<file path="src/rtl/fifo_wr_arbiter_if.sv">
// Requester streams and FIFO write-port signals of fifo_wr_arbiter.
// slave = arbiter view, master = the side driving requesters and FIFO status.
interface fifo_wr_arbiter_if #(
   parameter int NUM   = 4,
   parameter int DSIZE = 8
);
   localparam int GW = $clog2(NUM);

   logic [NUM*DSIZE-1:0] req_data;
   logic [NUM-1:0]       req_valid;
   logic [NUM-1:0]       req_last;
   logic [NUM-1:0]       req_ready;
   logic [DSIZE-1:0]     fifo_wdata;
   logic                 fifo_wr_en;
   logic                 fifo_full;
   logic [GW-1:0]        grant_id;
   logic                 busy;

   modport slave (
      input  req_data, req_valid, req_last, fifo_full,
      output req_ready, fifo_wdata, fifo_wr_en, grant_id, busy
   );

   modport master (
      output req_data, req_valid, req_last, fifo_full,
      input  req_ready, fifo_wdata, fifo_wr_en, grant_id, busy
   );
endinterface

</file>
<file path="src/rtl/fifo_wr_arbiter.sv">
// Packet-granular round-robin arbiter sharing one FIFO write port among NUM requesters.
// Optional per-grant word limit: define FIFO_ARB_BURST_LIMIT_EN (uses MAX_BURST).
module fifo_wr_arbiter #(
   parameter int NUM       = 4,
   parameter int DSIZE     = 8,
   parameter int MAX_BURST = 16
) (
   input  logic              clock,
   input  logic              rst_n,
   fifo_wr_arbiter_if.slave  bus
);
   localparam int GW = $clog2(NUM);

   typedef enum logic {
      IDLE  = 1'b0,
      GRANT = 1'b1
   } state_t;

   state_t             r_state;
   state_t             w_state_nxt;
   logic [GW-1:0]      r_rr_ptr;
   logic [GW-1:0]      r_grant_id;
   logic [GW-1:0]      w_pick;
   logic               w_found;
   logic [GW-1:0]      w_next_ptr;
   logic [NUM-1:0]     w_ready;
   logic [DSIZE-1:0]   w_wdata;
   logic               w_xfer;
   logic               w_release;
   logic               w_burst_hit;
   logic               w_gnt_valid;
   logic               w_gnt_last;

   // A burst limit below one word would never let a grant make progress.
   if (MAX_BURST < 1) begin : g_bad_max_burst
   end

   // First valid requester at or after rr_ptr, wrapping modulo NUM.
   always_comb begin
      int unsigned idx;
      idx     = 0;
      w_found = 1'b0;
      w_pick  = r_rr_ptr;
      for (int unsigned k = 0; k < NUM; k++) begin
         idx = (int'(r_rr_ptr) + k) % NUM;
         if (!w_found && bus.req_valid[idx]) begin
            w_found = 1'b1;
            w_pick  = GW'(idx);
         end
      end
   end

   always_comb begin
      w_wdata     = bus.req_data[DSIZE-1:0];
      w_gnt_valid = 1'b0;
      w_gnt_last  = 1'b0;
      for (int unsigned i = 0; i < NUM; i++) begin
         if (r_grant_id == GW'(i)) begin
            w_wdata     = bus.req_data[i*DSIZE +: DSIZE];
            w_gnt_valid = bus.req_valid[i];
            w_gnt_last  = bus.req_last[i];
         end
      end
   end

   assign w_next_ptr = (r_grant_id == GW'(NUM - 1)) ? '0 : r_grant_id + GW'(1);

`ifdef FIFO_ARB_BURST_LIMIT_EN
   localparam int BW = $clog2(MAX_BURST + 1);

   logic [BW-1:0] r_burst_cnt;

   assign w_burst_hit = (r_burst_cnt == BW'(MAX_BURST - 1));

   always_ff @(posedge clock) begin
      if (!rst_n) begin
         r_burst_cnt <= '0;
      end else if (r_state == IDLE) begin
         r_burst_cnt <= '0;
      end else if (w_xfer) begin
         r_burst_cnt <= r_burst_cnt + BW'(1);
      end
   end
`else
   assign w_burst_hit = 1'b0;
`endif

   always_ff @(posedge clock) begin
      if (!rst_n) begin
         r_state    <= IDLE;
         r_rr_ptr   <= '0;
         r_grant_id <= '0;
      end else begin
         r_state <= w_state_nxt;
         if (r_state == IDLE && w_found) begin
            r_grant_id <= w_pick;
         end
         if (w_release) begin
            r_rr_ptr <= w_next_ptr;
         end
      end
   end

   // Ready and wr_en both gate on !full, so a full FIFO simply stalls the grant.
   always_comb begin
      w_state_nxt = r_state;
      w_ready     = '0;
      w_xfer      = 1'b0;
      w_release   = 1'b0;
      case (r_state)
         IDLE: begin
            if (w_found) begin
               w_state_nxt = GRANT;
            end
         end
         GRANT: begin
            w_ready[r_grant_id] = !bus.fifo_full;
            w_xfer              = w_gnt_valid & !bus.fifo_full;
            if (w_xfer && (w_gnt_last || w_burst_hit)) begin
               w_release   = 1'b1;
               w_state_nxt = IDLE;
            end
         end
         default: w_state_nxt = IDLE;
      endcase
   end

   assign bus.req_ready  = w_ready;
   assign bus.fifo_wdata = w_wdata;
   assign bus.fifo_wr_en = w_xfer;
   assign bus.grant_id   = r_grant_id;
   assign bus.busy       = (r_state == GRANT);
endmodule

</file>
<file path="src/flat_wrapper.sv">
// flat-port wrapper written by rule: the top's interface ports become plain ports
module fifo_wr_arbiter_flat 
#(
   parameter int NUM       = 4,
   parameter int DSIZE     = 8,
   parameter int MAX_BURST = 16
)
  (clock, rst_n, bus_req_data, bus_req_valid, bus_req_last, bus_fifo_full, bus_req_ready, bus_fifo_wdata, bus_fifo_wr_en, bus_grant_id, bus_busy);
  fifo_wr_arbiter_if #(.NUM(NUM), .DSIZE(DSIZE)) bus_i ();
  input  logic clock;
  input  logic rst_n;
  input wire logic [$bits(bus_i.req_data)-1:0] bus_req_data;
  input wire logic [$bits(bus_i.req_valid)-1:0] bus_req_valid;
  input wire logic [$bits(bus_i.req_last)-1:0] bus_req_last;
  input wire logic [$bits(bus_i.fifo_full)-1:0] bus_fifo_full;
  output wire logic [$bits(bus_i.req_ready)-1:0] bus_req_ready;
  output wire logic [$bits(bus_i.fifo_wdata)-1:0] bus_fifo_wdata;
  output wire logic [$bits(bus_i.fifo_wr_en)-1:0] bus_fifo_wr_en;
  output wire logic [$bits(bus_i.grant_id)-1:0] bus_grant_id;
  output wire logic [$bits(bus_i.busy)-1:0] bus_busy;
  assign bus_i.req_data = bus_req_data;
  assign bus_i.req_valid = bus_req_valid;
  assign bus_i.req_last = bus_req_last;
  assign bus_i.fifo_full = bus_fifo_full;
  assign bus_req_ready = bus_i.req_ready;
  assign bus_fifo_wdata = bus_i.fifo_wdata;
  assign bus_fifo_wr_en = bus_i.fifo_wr_en;
  assign bus_grant_id = bus_i.grant_id;
  assign bus_busy = bus_i.busy;
  fifo_wr_arbiter #(.NUM(NUM), .DSIZE(DSIZE), .MAX_BURST(MAX_BURST)) u_core (.clock(clock), .rst_n(rst_n), .bus(bus_i));
endmodule
</file>
<file path="config.mk">
export PLATFORM = sky130hd
export DESIGN_NAME = fifo_wr_arbiter_flat
export DESIGN_NICKNAME = d
export VERILOG_FILES = /design/src/rtl/fifo_wr_arbiter_if.sv /design/src/rtl/fifo_wr_arbiter.sv /design/src/flat_wrapper.sv
export SDC_FILE = /design/constraint.sdc
export NUM_CORES = 1
export LEC_CHECK = 0
export ABC_AREA = 1
export ABC_CLOCK_PERIOD_IN_PS = 1600
export CAP_MARGIN = 25
export CELL_PAD_IN_SITES_DETAIL_PLACEMENT = 1
export CELL_PAD_IN_SITES_GLOBAL_PLACEMENT = 1
export CORE_MARGIN = 2
export CORE_UTILIZATION = 20
export DETAILED_ROUTE_END_ITERATION = 12
export PLACE_DENSITY_LB_ADDON = 0.1
export SLEW_MARGIN = 20
export SYNTH_ARGS = -nofsm -noshare
export SYNTH_HDL_FRONTEND = slang
export SYNTH_SLANG_ARGS = --single-unit
</file>
<file path="constraint.sdc">
create_clock -name clock -period 1.6 [get_ports clock]
set_clock_uncertainty 0.1 [all_clocks]
set_input_delay 0.24 -clock clock [delete_from_list [all_inputs] [get_ports clock]]
set_output_delay 0.24 -clock clock [all_outputs]
set_load 0.005 [all_outputs]
</file>
# Yosys cells after proc, flatten, opt, wreduce, memory -nomap -nowiden
# Cells that the tools add are included.
# Widths: inputs -> output; s select.
dict set report classes {
  n_eq_ne 3
  n_reduce_logical 11
  n_lt_le_gt_ge 6
  bitwise_logic 3
  addsub 4
  mux 36
}
# operator n
set ops {}
lappend ops {{$mux 8} 3}
lappend ops {{$mux 1} 22}
lappend ops {{$lt 2x3->1 const B} 5}
lappend ops {{$bmux 1 s2} 4}
lappend ops {{$mux 2} 4}
lappend ops {{$logic_and 1x1->1} 6}
lappend ops {{$add 2x1->2 const B} 2}
lappend ops {{$add 2x2->2 const B} 2}
lappend ops {{$and 4x4->4} 1}
lappend ops {{$eq 2x2->1 const B} 2}
lappend ops {{$logic_not 1->1} 4}
lappend ops {{$mux 4} 1}
lappend ops {{$demux 1 s2} 1}
lappend ops {{$eq 2x1->1 const B} 1}
lappend ops {{$ge 2x1->1 const B} 1}
lappend ops {{$logic_not 2->1} 1}
lappend ops {{$pmux 1 s2} 1}
lappend ops {{$and 1x1->1} 1}
lappend ops {{$not 1->1} 1}
dict set report word_totals {
  output_inout_bits 16
  elab_cells 66
  register_bits 5
}

# Longest topological paths before layout
dict set report depth {
  word_depth 14
  depth_mapped 13
}

# Worst setup path before layout
# Ideal clock, no wire load.
dict set report synth_path {
  path_kind {register to register}
  start {register u_core.r_grant_id[1], in the netlist u_core.bus.grant_id[1]}
  end {register u_core.r_rr_ptr[1]}
  path_stages_with_launch 13
  slack_ps -144
  t_arrival_ps 1528
  period_less_slack_ps 1744
  setup_time_ps 116
  cell_sequence {dfxtp_1 inv_1 ha_1 buf_4 inv_2 buf_2 o211ai_1 nand2_1 o21ai_1 nor2_1 inv_2 nor2_1 nor2_1}
}
dict set report synth_via {
  elab_chain_cells 9
  word_cells_on_any_way 18
}
# item line_no
set synth_lines {}
lappend synth_lines {{start: declaration} fifo_wr_arbiter.sv:22} ;# logic [GW-1:0] r_grant_id;
lappend synth_lines {{start signal: assignment} fifo_wr_arbiter.sv:96} ;# r_grant_id <= w_pick;
lappend synth_lines {{$logic_not 2->1} fifo_wr_arbiter.sv:58} ;# if (r_grant_id == GW'(i)) begin
lappend synth_lines {{$mux 1 (4 in series)} fifo_wr_arbiter.sv:58}
lappend synth_lines {{$and 1x1->1} fifo_wr_arbiter.sv:118} ;# w_xfer = w_gnt_valid & !bus.fifo_full;
lappend synth_lines {{$logic_and 1x1->1} fifo_wr_arbiter.sv:119} ;# if (w_xfer && (w_gnt_last || w_burst_hit)) begin
lappend synth_lines {{$mux 1} fifo_wr_arbiter.sv:119}
lappend synth_lines {{$mux 1} fifo_wr_arbiter.sv:110} ;# case (r_state)
lappend synth_lines {{end signal: assignment} fifo_wr_arbiter.sv:99} ;# r_rr_ptr <= w_next_ptr;
lappend synth_lines {{end: declaration} fifo_wr_arbiter.sv:21} ;# logic [GW-1:0] r_rr_ptr;
# Several ways; a longest one is shown, not always the timed one.
# A chain may end at the register's enable or synchronous reset.

# Worst setup path after layout
dict set report layout_path {
  start {register u_core.r_grant_id[1], in the netlist u_core.bus.grant_id[1]}
  end {output bus_fifo_wdata[5]}
}
dict set report layout_via {
  elab_chain_cells 4
  word_cells_on_any_way 6
}
# item line_no
set layout_lines {}
lappend layout_lines {{$eq 2x1->1} fifo_wr_arbiter.sv:58}
lappend layout_lines {{$mux 8 (2 in series)} fifo_wr_arbiter.sv:58}
lappend layout_lines {{$mux 8 *} fifo_wr_arbiter.sv:58}
lappend layout_lines {{end: declaration} flat_wrapper.sv:17} ;# output wire logic [$bits(bus_i.fifo_wdata)-1:0] bus_fifo_wdata;
# Mark *: on every way between the ends. The rest lies on a longest branch, timed or not.

==> impl_metrics.json <==
{
  "dr.first_iter.drc_count": 28,
  "p_total_mw": 1.69,
  "postRouteAntennaNets": 0,
  "path_delay_family": "buffers and inverters",
  "worst_setup_path_end_kind": "output port",
  "seqCellArea_um2": 110,
  "hold_path.startpoint": "u_core.bus.busy$_SDFF_PN0_",
  "path_cells": "inv_2, ha_4, buf_8, buf_6, nand2_1, nand3_1, o21ai_1, o21ai_1, buf_2",
  "async_flop_share": 0,
  "dpl.cell_count": 294,
  "clockPowerShare": 0.143,
  "power.switching_fraction": 0.423,
  "relSlewSlack": 0.805,
  "cts_tree": "yes",
  "drive_gt1_frac": 0.574,
  "io_pins": 59,
  "finalHoldViolCount": 0,
  "layout_common_cells": "40 x clkdlybuf4s50_1, 30 x nand2_1, 21 x nand2_2, 21 x buf_4, 19 x nand2_4",
  "holdPathEnd": "u_core.bus.busy$_SDFF_PN0_",
  "grt_antenna_before_repair": 0,
  "dr.pass1.iters": 4,
  "slowest_delay_ps": 330,
  "wl_per_cell_um": 16.0,
  "syn_area_um2": 895,
  "syn-instance-count": 162,
  "synth_top_family_by_area": "simple AND/OR/NAND/NOR gates",
  "power_density_nw_per_um2": 749,
  "crit_slowest_cell": "dfxtp_2",
  "place_congestion": 0.794,
  "num_antenna_cells": 0,
  "synth-edff-count": 0,
  "yosysWarnings": 0,
  "timing.final.ws_setup_ps": -310,
  "die_w_um": 70.9,
  "final_nets": 306,
  "clk-insertion-delay-late_ps": 230,
  "final_cell_area_um2": 2260,
  "worstRegToRegCells": 11,
  "timing.final.crit_share": 1.19,
  "track_usage": 0.182,
  "vias": 1459,
  "clk_pin_slew_ps": 40,
  "yosysSeqAreaShare": 0.112,
  "gr-total-overflow": 0,
  "synth-compound-area-share": 0.173,
  "multi_input_area_um2": 1020,
  "clockRootBuffer": "clkbuf_8",
  "fin_cells": 310,
  "placed_area_um2": 1730,
  "synth_seq_cells": 5,
  "pwr-share-comb": 0.756,
  "cp-start-kind": "flop",
  "synth-adder-area-share": 0.0559,
  "crit_path_frequent_cell": "o21ai_1",
  "routed_wl_mm": 4.96,
  "maxCapViolations": 0,
  "slew_violations": 0,
  "cellLeakagePower_nw": 1.03,
  "drc_errors": 0,
  "synth_cell_types": 23,
  "syn-num-nets": 209,
  "fmax_mhz": 524,
  "die_h_um": 70.9,
  "final_common_cell": "clkdlybuf4s50_1",
  "grt_pass1_wl_mm": 7.29,
  "crit_buf_inv": 4,
  "r2r_end": "u_core.bus.busy$_SDFF_PN0_",
  "via_per_inst": 4.71,
  "worstPathRequired_ps": 1260,
  "muxShareOfSynthArea": 0,
  "rows": 24,
  "worst-setup-path-type": "reg2out",
  "hold_buffers": 0,
  "rsz0062_at_grt": "true",
  "syn2layout_area_growth_pct": 153,
  "fillers": 522,
  "p_switching_mw": 0.715,
  "fp.coreArea_um2": 4320,
  "clock_path_buffers": 2,
  "fp.dieArea_um2": 5020,
  "cts_max_level": 1,
  "yosys.area_share.xor_xnor": 0,
  "post-dp-hpwl_mm": 3.32,
  "port_buffers": 58,
  "critPathArrivalTime_ps": 1570,
  "r2r-start": "u_core.bus.grant_id[1]$_SDFFE_PN0P_",
  "ir_drop_uv": 432,
  "p_int_mw": 0.978,
  "pwr-share-seq": 0.101,
  "critPathMaxFanout": 8,
  "hold_depth": 3,
  "finalSetupViolations": 14,
  "floorplan.initialDensity": 0.207,
  "grt_max_degree": 11,
  "status": "finished, violations left",
  "min_path_type": "reg2reg",
  "r2r_slack_ps": -150,
  "violations": "negative setup slack",
  "synthSimpleGateAreaFrac": 0.543,
  "first_global_vias": 1545,
  "ys.flop_type": "dfxtp_1",
  "worst_pin_slew_ps": 292,
  "finalCriticalPeriod_ps": 1910,
  "synth_area_per_cell_um2": 5.52,
  "cts_buffers": 3,
  "clkSinkCount": 5
}
==> power groups by stage <==
stage,Sequential (mW),Clock [mW],Combinational [mW]
finish,0.170,0.242,1.28
global route,0.173,0.258,1.38
CTS,0.167,0.244,1.09
detailed placement,0.162,0,0.899
global placement,0.160,0,0.877
floorplan,0.161,0,0.425
==> state kept, by name, summed over array words and instances (netlist names) <==
name and flops:
u_core.bus.grant_id 2, u_core.r_rr_ptr 2, u_core.bus.busy 1
==> worst register-to-register path, cell delays in order (launching register included) <==
cell	delay, ps
dfxtp_2	340
inv_2	60
ha_4	190
inv_8	80
nor2_4	40
o31ai_2	210
nand2_1	130
buf_6	140
nor2_4	130
inv_2	70
o211ai_1	90
inv_1	60
==> cell usage after synthesis (2+ instances only) <==
| cell type | instances | area (µm²) |
|---|---|---|
| nand3_2 | 2 | 20.0 |
| clkbuf_1 | 2 | 7.51 |
| nand3_1 | 16 | 80.1 |
| inv_1 | 11 | 41.3 |
| nor2_1 | 14 | 52.6 |
| nand2_4 | 4 | 45.0 |
| o21ai_0 | 16 | 80.1 |
| a21oi_1 | 5 | 25.0 |
| dfxtp_1 | 5 | 100 |
| buf_2 | 2 | 10.0 |
| nand2_2 | 8 | 50.1 |
| o21ai_1 | 2 | 10.0 |
| ha_1 | 4 | 50.1 |
| inv_2 | 4 | 15.0 |
| o211ai_1 | 2 | 15.0 |
| nand2_1 | 58 | 218 |
==> metrics by stage <==
step,utilization,setup TNS [ps],hold WS [ps],worst slack [ps]
after floorplan,-,0,266,0.249
after global placement,0.400,-6170,488,-466
after detailed placement,0.400,-7120,509,-548
after CTS,0.464,-2800,524,-295
after global routing,0.523,-3690,540,-371
final,0.523,-2520,518,-310
==> metal layers <==
metal  GRT usage  wire [µm]  up-vias
met5           0          0        -
met1       0.208       1970      698
met3      0.0313        196        6
li1            -          -      713
met2       0.345       2730       42
met4      0.0503         66        0
==> how the worst max path moves through the flow <==
stage | from | end | slack, ps | cells after the start
after CTS | u_core.bus.grant_id[1]$_SDFFE_PN0P_ | bus_fifo_wdata[0] | -290 | 9
after floorplan | u_core.bus.grant_id[0]$_SDFFE_PN0P_ | bus_fifo_wdata[1] | 0.2 | 6
final | u_core.bus.grant_id[1]$_SDFFE_PN0P_ | bus_fifo_wdata[5] | -310 | 9
after global placement | bus_req_valid[0] | bus_fifo_wr_en | -470 | 6
after global routing | u_core.bus.grant_id[1]$_SDFFE_PN0P_ | bus_fifo_wdata[5] | -370 | 9
after detailed placement | u_core.bus.grant_id[0]$_SDFFE_PN0P_ | bus_fifo_wdata[1] | -550 | 8
==> final cells by class <==
type | instances | area share
flip-flops and latches | 5 | 0.0487
multi-input cells | 135 | 0.452
repair buffers | 98 | 0.411
well taps | 52 | 0.0288
clock buffers | 4 | 0.0199
inverters | 16 | 0.0398
==> kinds of logic after synthesis <==
kind of cell    Yosys count
simple gates            103
compound gates           28
buf+inv                  22
flops                     5
fa+ha+maj                 4
==> timing repair <==
action,4_1_cts,5_1_grt
endpoints found under the setup margin,18,19
pin swaps,19,29
gates cloned,1,0
resized for setup,128,68
setup buffers,10,4
(Power assumes the default switching activity.)
